`config.mk`:
```
export PLATFORM = sky130hd
export DESIGN_NAME = riscv_fetch_unit
export DESIGN_NICKNAME = d
export VERILOG_FILES = /design/src/rtl/riscv_fetch_unit.sv
export SDC_FILE = /design/constraint.sdc
export NUM_CORES = 1
export LEC_CHECK = 0
export CORE_ASPECT_RATIO = 0.5
export CORE_MARGIN = 2
export CORE_UTILIZATION = 43
export CTS_CLUSTER_SIZE = 28
export DETAILED_ROUTE_END_ITERATION = 10
export MAX_ROUTING_LAYER = met4
export PLACE_DENSITY = 0.81
export SLEW_MARGIN = 40
export SYNTH_ARGS = -nofsm -noshare
export SYNTH_HDL_FRONTEND = slang
export SYNTH_SLANG_ARGS = --single-unit
```
`constraint.sdc`:
```
create_clock -name clk -period 1.95 [get_ports clk]
set_clock_uncertainty 0.1 [all_clocks]
set_input_delay 0.39 -clock clk [delete_from_list [all_inputs] [get_ports clk]]
set_output_delay 0.39 -clock clk [all_outputs]
set_load 0.005 [all_outputs]
```
`src/rtl/riscv_fetch_unit.sv`:
```
// Instruction fetch front end: owns the PC, fetches over an imem req/gnt + rvalid
// bus and presents one instruction at a time to the core with a valid/ready handshake.
module riscv_fetch_unit #(
  parameter logic [31:0] RESET_PC  = 32'h0000_0000,
  parameter logic [31:0] NOP_INSTR = 32'h0000_0013
) (
  input  logic        clk,
  input  logic        rst,
  output logic        imem_req,
  output logic [31:0] imem_addr,
  input  logic        imem_gnt,
  input  logic        imem_rvalid,
  input  logic [31:0] imem_rdata,
  output logic        instr_valid,
  output logic [31:0] instr,
  output logic [31:0] instr_pc,
  input  logic        instr_ready,
  input  logic        redirect,
  input  logic [31:0] redirect_pc,
  output logic        misalign_err
);

  typedef enum logic [2:0] {
    S_IDLE,
    S_REQ,
    S_WAIT,
    S_HOLD,
    S_DRAIN
  } state_t;

  state_t      r_state;
  logic [31:0] r_pc;
  logic        r_instr_valid;
  logic [31:0] r_instr;
  logic [31:0] r_instr_pc;
  logic        r_misalign_err;

  state_t      w_state_nxt;
  logic [31:0] w_pc_nxt;
  logic        w_instr_valid_nxt;
  logic [31:0] w_instr_nxt;
  logic [31:0] w_instr_pc_nxt;
  logic        w_misalign_err_nxt;

  // NOTE: sequential state uses non-blocking assignments only; the combinational
  // block below uses blocking ones, so every register sees pre-edge values.
  always_ff @(posedge clk) begin
    if (rst) begin
      r_state        <= S_IDLE;
      r_pc           <= RESET_PC;
      r_instr_valid  <= 1'b0;
      r_instr        <= NOP_INSTR;
      r_instr_pc     <= 32'h0;
      r_misalign_err <= 1'b0;
    end else begin
      r_state        <= w_state_nxt;
      r_pc           <= w_pc_nxt;
      r_instr_valid  <= w_instr_valid_nxt;
      r_instr        <= w_instr_nxt;
      r_instr_pc     <= w_instr_pc_nxt;
      r_misalign_err <= w_misalign_err_nxt;
    end
  end

  // NOTE: every signal gets a hold-value default first, so no path leaves one
  // unassigned and no latch is inferred.
  always_comb begin
    w_state_nxt        = r_state;
    w_pc_nxt           = r_pc;
    w_instr_valid_nxt  = r_instr_valid;
    w_instr_nxt        = r_instr;
    w_instr_pc_nxt     = r_instr_pc;
    w_misalign_err_nxt = r_misalign_err;

    if (redirect) begin
      // A redirect kills whatever is held; an issued-but-unanswered fetch must be drained.
      w_pc_nxt           = redirect_pc & ~32'h3;
      w_misalign_err_nxt = r_misalign_err | (redirect_pc[1:0] != 2'b00);
      w_instr_valid_nxt  = 1'b0;
      w_instr_nxt        = NOP_INSTR;
      case (r_state)
        S_REQ:   w_state_nxt = imem_gnt    ? S_DRAIN : S_REQ;
        S_WAIT:  w_state_nxt = imem_rvalid ? S_REQ   : S_DRAIN;
        S_DRAIN: w_state_nxt = imem_rvalid ? S_REQ   : S_DRAIN;
        default: w_state_nxt = S_REQ;
      endcase
    end else begin
      case (r_state)
        S_IDLE: w_state_nxt = S_REQ;
        S_REQ: begin
          if (imem_gnt) w_state_nxt = S_WAIT;
        end
        S_WAIT: begin
          if (imem_rvalid) begin
            w_instr_nxt       = imem_rdata;
            w_instr_pc_nxt    = r_pc;
            w_instr_valid_nxt = 1'b1;
            w_state_nxt       = S_HOLD;
          end
        end
        S_HOLD: begin
          if (instr_ready) begin
            w_pc_nxt          = r_pc + 32'd4;
            w_instr_valid_nxt = 1'b0;
            w_instr_nxt       = NOP_INSTR;
            w_state_nxt       = S_REQ;
          end
        end
        S_DRAIN: begin
          if (imem_rvalid) w_state_nxt = S_REQ;
        end
        default: w_state_nxt = S_IDLE;
      endcase
    end
  end

  assign imem_req     = (r_state == S_REQ);
  assign imem_addr    = r_pc;
  assign instr_valid  = r_instr_valid;
  assign instr        = r_instr;
  assign instr_pc     = r_instr_pc;
  assign misalign_err = r_misalign_err;

endmodule

```
==> impl_metrics.tcl, run 1 <==
set metrics [dict create \
    synthTopCellsByCount "dfxtp_1 (97), nand2_1 (92), a21oi_1 (53), nor2_1 (52), a22oi_1 (30)" \
    vias_per_cell 5.098 \
    die-area_um2 10690 \
    wirelength_um 12350 \
    place_area_um2 6246 \
    grt_max_degree 40 \
    drc 0 \
    dp_hpwl_um 8693 \
    arrival_ns 1.41 \
    synth.distinct_cells 41 \
    async_flop_share 0 \
    p_total_mw 4.706 \
    cts_root_buffer "clkbuf_16" \
    syn_area_um2 4227 \
    row_count 25 \
    drt_iter0_drc 257 \
    ant_nets 0 \
    final-max-slew-violation-count 0 \
    p_leak_nw 2.422 \
    cts_tree "yes" \
    clkTransAtPathRegs_ns 0.07 \
    ys_ff_latch 97 \
    relSlewSlack 0.5958 \
    critPathLaunchType "flop" \
    utilization 0.6964 \
    antenna_found_initial 0 \
    critPathKind "reg2out" \
    synthCells 520 \
    fin_nets 776 \
    setup_violations 0 \
    period_needed_ns 1.904 \
    grt_pass1_wl_um 19600 \
    synthTopCellsByArea "dfxtp_1 (46%), nand2_1 (8.2%), a21oi_1 (6.3%)" \
    hold_ws_ns 0.2589 \
    track_usage 0.2379 \
    hold_class "in2reg" \
    yosysTopAreaCellShare 0.4594 \
    synth_edf_count 0 \
    max_freq_mhz 525.2 \
    gp_congestion 0.9057 \
    instances_no_fill 844 \
    drtPass1Iterations 5 \
    die_w_um 144.2 \
    synth_area_leader_cell "dfxtp_1" \
    critical_path.endpoint_type "output pin" \
    drive_gt1_frac 0.1171 \
    worstSkewPairLatency_ns 0.34 \
    core_um2 9509 \
    fp.dieH_um 74.11 \
    overflow 0 \
    worstMarginPinSlew_ns 0.6064 \
    status "finished, final reports clean" \
    max-vdd-ir-drop_uv 493.2 \
    initial_core_util 0.4445 \
    drv_cap 0 \
    numPlacedInstances 829 \
    hold_start "rst" \
    finalCritPeriodShare 0.9764 \
    antennaDiodeCount 0 \
    power_density_nw_per_um2 710.6 \
    area_growth_pct 56.69 \
    avgSynthCellArea_um2 8.128 \
    yosysWarningCount 0 \
    post_cts_buffers 0 \
    cts_buffers 9 \
    min_path_cells 2 \
    io_buffers 164 \
    rsz0062_at_grt "true" \
    grt_pass1_vias 4084 \
    hold_viol 0 \
    vias 4303 \
    clock_sinks 97 \
    path_max_fanout 4 \
    synth_most_common_cell "dfxtp_1" \
    wl_per_cell_um 14.63 \
    reg2reg_depth 7 \
    startpoint "imem_addr[7]" \
    synthFlopType "dfxtp_1" \
    worstPathRequired_ns 1.46 \
    final_area_um2 6623 \
    htree_levels 3 \
    synth-seq-area-share 0.4594 \
    io_pins 169 \
    cts_buffer_depth 2 \
    r2r-start "imem_addr[6]" \
]
## registers in the layout, summed over array words and instances (netlist names)
signal,cells
imem_addr,30
instr,32
instr_pc,30
instr_valid,1
misalign_err,1
r_state,3
## routing by layer
metal,share of wire,vias up,track usage,wire length (µm)
li1,-,2121,-,-
met1,0.44,2029,0.2892,5440
met2,0.50,138,0.4122,6122
met3,0.056,15,0.05731,687
met4,0.0079,0,0.04531,97
met5,0,-,-,0
## metrics by stage
stage          TNS (ns)  setup WS (ns)
2_1_floorplan         0         0.1249
3_3_place_gp     -9.945        -0.2605
3_5_place_dp     -11.32        -0.3309
4_1_cts               0        0.02767
5_1_grt         -0.1710       -0.05107
6_report              0        0.04606
## power by group
| part | internal (mW) | switching, mW | leakage, nW |
|---|---|---|---|
| registers | 2.03 | 0.0546 | 0.790 |
| logic | 0.334 | 0.229 | 1.46 |
| clock network | 1.28 | 0.775 | 0.169 |
## cells in the final DEF (no fill, tap or decap), types with 3 or more instances in the layout
master,Yosys,routed
clkdlybuf4s50_1,0,161
dfxtp_1,97,93
nand2_1,92,92
a21oi_1,53,53
nor2_1,52,50
buf_4,4,47
a22oi_1,30,30
xnor2_1,23,23
nand3_1,18,18
inv_1,17,17
o21a_1,13,13
nand4_1,11,11
nor2b_1,9,9
clkbuf_16,0,9
o21ai_0,8,7
o22ai_1,6,6
mux2i_1,6,6
nor3_1,6,5
xor2_1,5,5
nor4_2,1,5
conb_1,1,4
dfxtp_2,0,4
nand2b_1,3,3
and3_1,3,3
bufinv_16,0,3
## layout make-up
type / instances / area, µm²
repair buffers: 213 / 2023
clock buffers: 10 / 239.0
well taps: 135 / 168.9
flip-flops and latches: 97 / 1947
clock inverters: 5 / 103.9
multi-input cells: 367 / 2077
inverters: 17 / 63.81
fillers: 747 / 2887
## critical path: stages (launching register included)
cell             delay [ns]
dfxtp_1                0.40
buf_4                  0.17
clkdlybuf4s50_1        0.50
## worst paths after layout
kind	to	slack, ns
max	imem_addr[7]	0.05
min	instr_pc[27]	0.26
max reg2reg	imem_addr[20]	0.08
min reg2reg	misalign_err	0.35
## timing repair
item	CTS	global route
hold buffers	0	0
pin swaps	0	1
gates resized for setup	4	7
endpoints found under the setup margin	3	9
## cell families (layout without fill, tap and decap cells)
logic type / after synthesis / in the layout / synth area share
AOI/OAI and AO/OA: 114 / 114 / 0.1637
other: 1 / 4 / 0.0008872
muxes: 6 / 6 / 0.01421
adders and majority gates: 1 / 1 / 0.002960
buffers and inverters: 59 / 245 / 0.06010
DFF: 97 / 97 / 0.4594
and+or+nand+nor: 214 / 214 / 0.2407
xor gates and xnor gates: 28 / 28 / 0.05802
No activity file was read; power rests on OpenSTA's default activity.
==> run 2: changes to the inputs <==
ABC_CLOCK_PERIOD_IN_PS = 1950   (was not set)
==> results of run 2 <==
No change in the layout: final DEF, timing and power equal those of run 1.
==> run 3: changes to the inputs <==
ABC_CLOCK_PERIOD_IN_PS = not set   (was 1950)
CORE_MARGIN = not set   (was 2)
==> impl_metrics.tcl, run 3 (same netlist as run 1, synthesis figures left out) <==
set metrics [dict create \
    p_clk_frac 0.398 \
    worstPathRequired_ns 2.07 \
    max-vdd-ir-drop_uv 418.4 \
    final_common_cell "clkdlybuf4s50_1" \
    track_usage 0.2564 \
    status "finished, final reports clean" \
    utilization 0.6986 \
    cts_buffer_depth 2 \
    internal-power_mw 3.392 \
    dp_slack_ns -0.2905 \
    drv_cap 0 \
    die-area_um2 10250 \
    htree_levels 3 \
    final_area_um2 6621 \
    setup_slack_ns 0.05412 \
    place_area_um2 6296 \
    core_um2 9478 \
    startpoint "instr_ready" \
    largest_reg_flops 32 \
    relSlewSlack 0.6159 \
    antennaDiodeCount 0 \
    grt_pass1_wl_um 19820 \
    period_needed_ns 1.896 \
    drtPass1Iterations 5 \
    initial_core_util 0.4459 \
    antenna_found_initial 0 \
    fin_tns_setup_ns 0 \
    finalCritPeriodShare 0.9722 \
    drt_iter0_drc 260 \
    worstSkewPairLatency_ns 0.34 \
    vias_per_cell 5.152 \
    arrival_ns 2.02 \
    fin_nets 781 \
    path_max_fanout 5 \
    critical_path.endpoint_type "flop" \
    overflow 0 \
    p_leak_nw 2.455 \
    critPathKind "in2reg" \
    setup_violations 0 \
    cts_hold_buf 0 \
    grt_max_degree 32 \
    cts_tree "yes" \
    worstMarginPinSlew_ns 0.5761 \
    r2r_setup_slack_ns 0.06 \
    crit_path_end "imem_addr[13]" \
    fp.dieH_um 72.11 \
    gp_congestion 0.8924 \
    die_w_um 142.2 \
    max_freq_mhz 527.5 \
    final-max-slew-violation-count 0 \
    final_cell_mix "clkdlybuf4s50_1 (161), dfxtp_1 (94), nand2_1 (92)" \
    r2r-start "imem_addr[3]" \
    rsz0062_at_grt "true" \
    power.switching_mw 1.034 \
    power_density_nw_per_um2 668.5 \
    p_comb_frac 0.131 \
    clock_sinks 97 \
    row_count 25 \
    p_sw_frac 0.2337 \
    wl_per_cell_um 14.74 \
    drive_gt1_frac 0.1176 \
    grt_pass1_vias 4104 \
    cts_root_buffer "clkbuf_16" \
    critPathLaunchType "input port" \
    reg2reg_to "imem_addr[31]" \
    area_growth_pct 56.66 \
    vias 4374 \
    cts_buffers 9 \
    wirelength_um 12520 \
    reg2reg_depth 5 \
    io_pins 169 \
    hold_viol 0 \
    hold_class "reg2reg" \
    clkTransAtPathRegs_ns 0.06 \
    dp_hpwl_um 9286 \
    pwr-share-seq 0.471 \
    drc 0 \
    ant_nets 0 \
    io_buffers 164 \
]
==> run 3: worst max-delay path, cell delays in order <==
cell and delay, ns:
clkdlybuf4s50_1 0.52, nand4b_4 0.19, buf_4 0.21, nor4_1 0.35, xnor2_1 0.16, o21ai_0 0.08
nor2b_1 0.13
==> run 3: worst min path at each step <==
stage	start	endpoint	slack, ns	depth (start not counted)
floorplan	misalign_err	misalign_err	0.34	2
global placement	misalign_err	misalign_err	0.33	2
detailed placement	instr_pc[31]	instr_pc[31]	0.35	2
CTS	misalign_err	misalign_err	0.35	2
global route	instr_pc[4]	instr_pc[4]	0.37	2
finish	misalign_err	misalign_err	0.35	2
==> run 3: final cells by class <==
type	instances	area, µm²
Clock buffer	10	239.0
Clock inverter	5	56.30
Fill cell	756	2856
Inverter	17	63.81
Multi-Input combinational cell	367	2067
Sequential cell	97	1946
Tap cell	135	168.9
Timing Repair Buffer	218	2081
==> run 3: power by group through the flow <==
stage               Clock, mW  Sequential (mW)  Combinational [mW]
global placement            0             2.12               0.573
floorplan                   0             2.13               0.214
global route             1.88             2.09               0.626
finish                   1.76             2.08               0.581
detailed placement          0             2.12               0.581
CTS                      1.80             2.08               0.583
==> run 3: per-layer routing <==
metal	GRT usage	wire, µm	share of wire
met1	0.2945	5384	0.43
met2	0.4390	6116	0.49
met3	0.06139	798	0.064
met4	0.09916	217	0.017
met5	-	0	0
==> run 3: metrics by stage <==
stage | hold slack [ns] | total power [mW] | instances
floorplan | 0.3421 | 2.348 | 523
global placement | 0.3346 | 2.696 | 834
detailed placement | 0.3453 | 2.705 | 834
CTS | 0.3469 | 4.460 | 849
global route | 0.3690 | 4.595 | 849
finish | 0.3453 | 4.427 | 849
==> run 3: timing repair <==
item / CTS / global route
pin swaps: 0 / 2
setup buffers: 0 / 0
endpoints found under the setup margin: 1 / 8
cloned: 0 / 0
gates resized for setup: 4 / 5
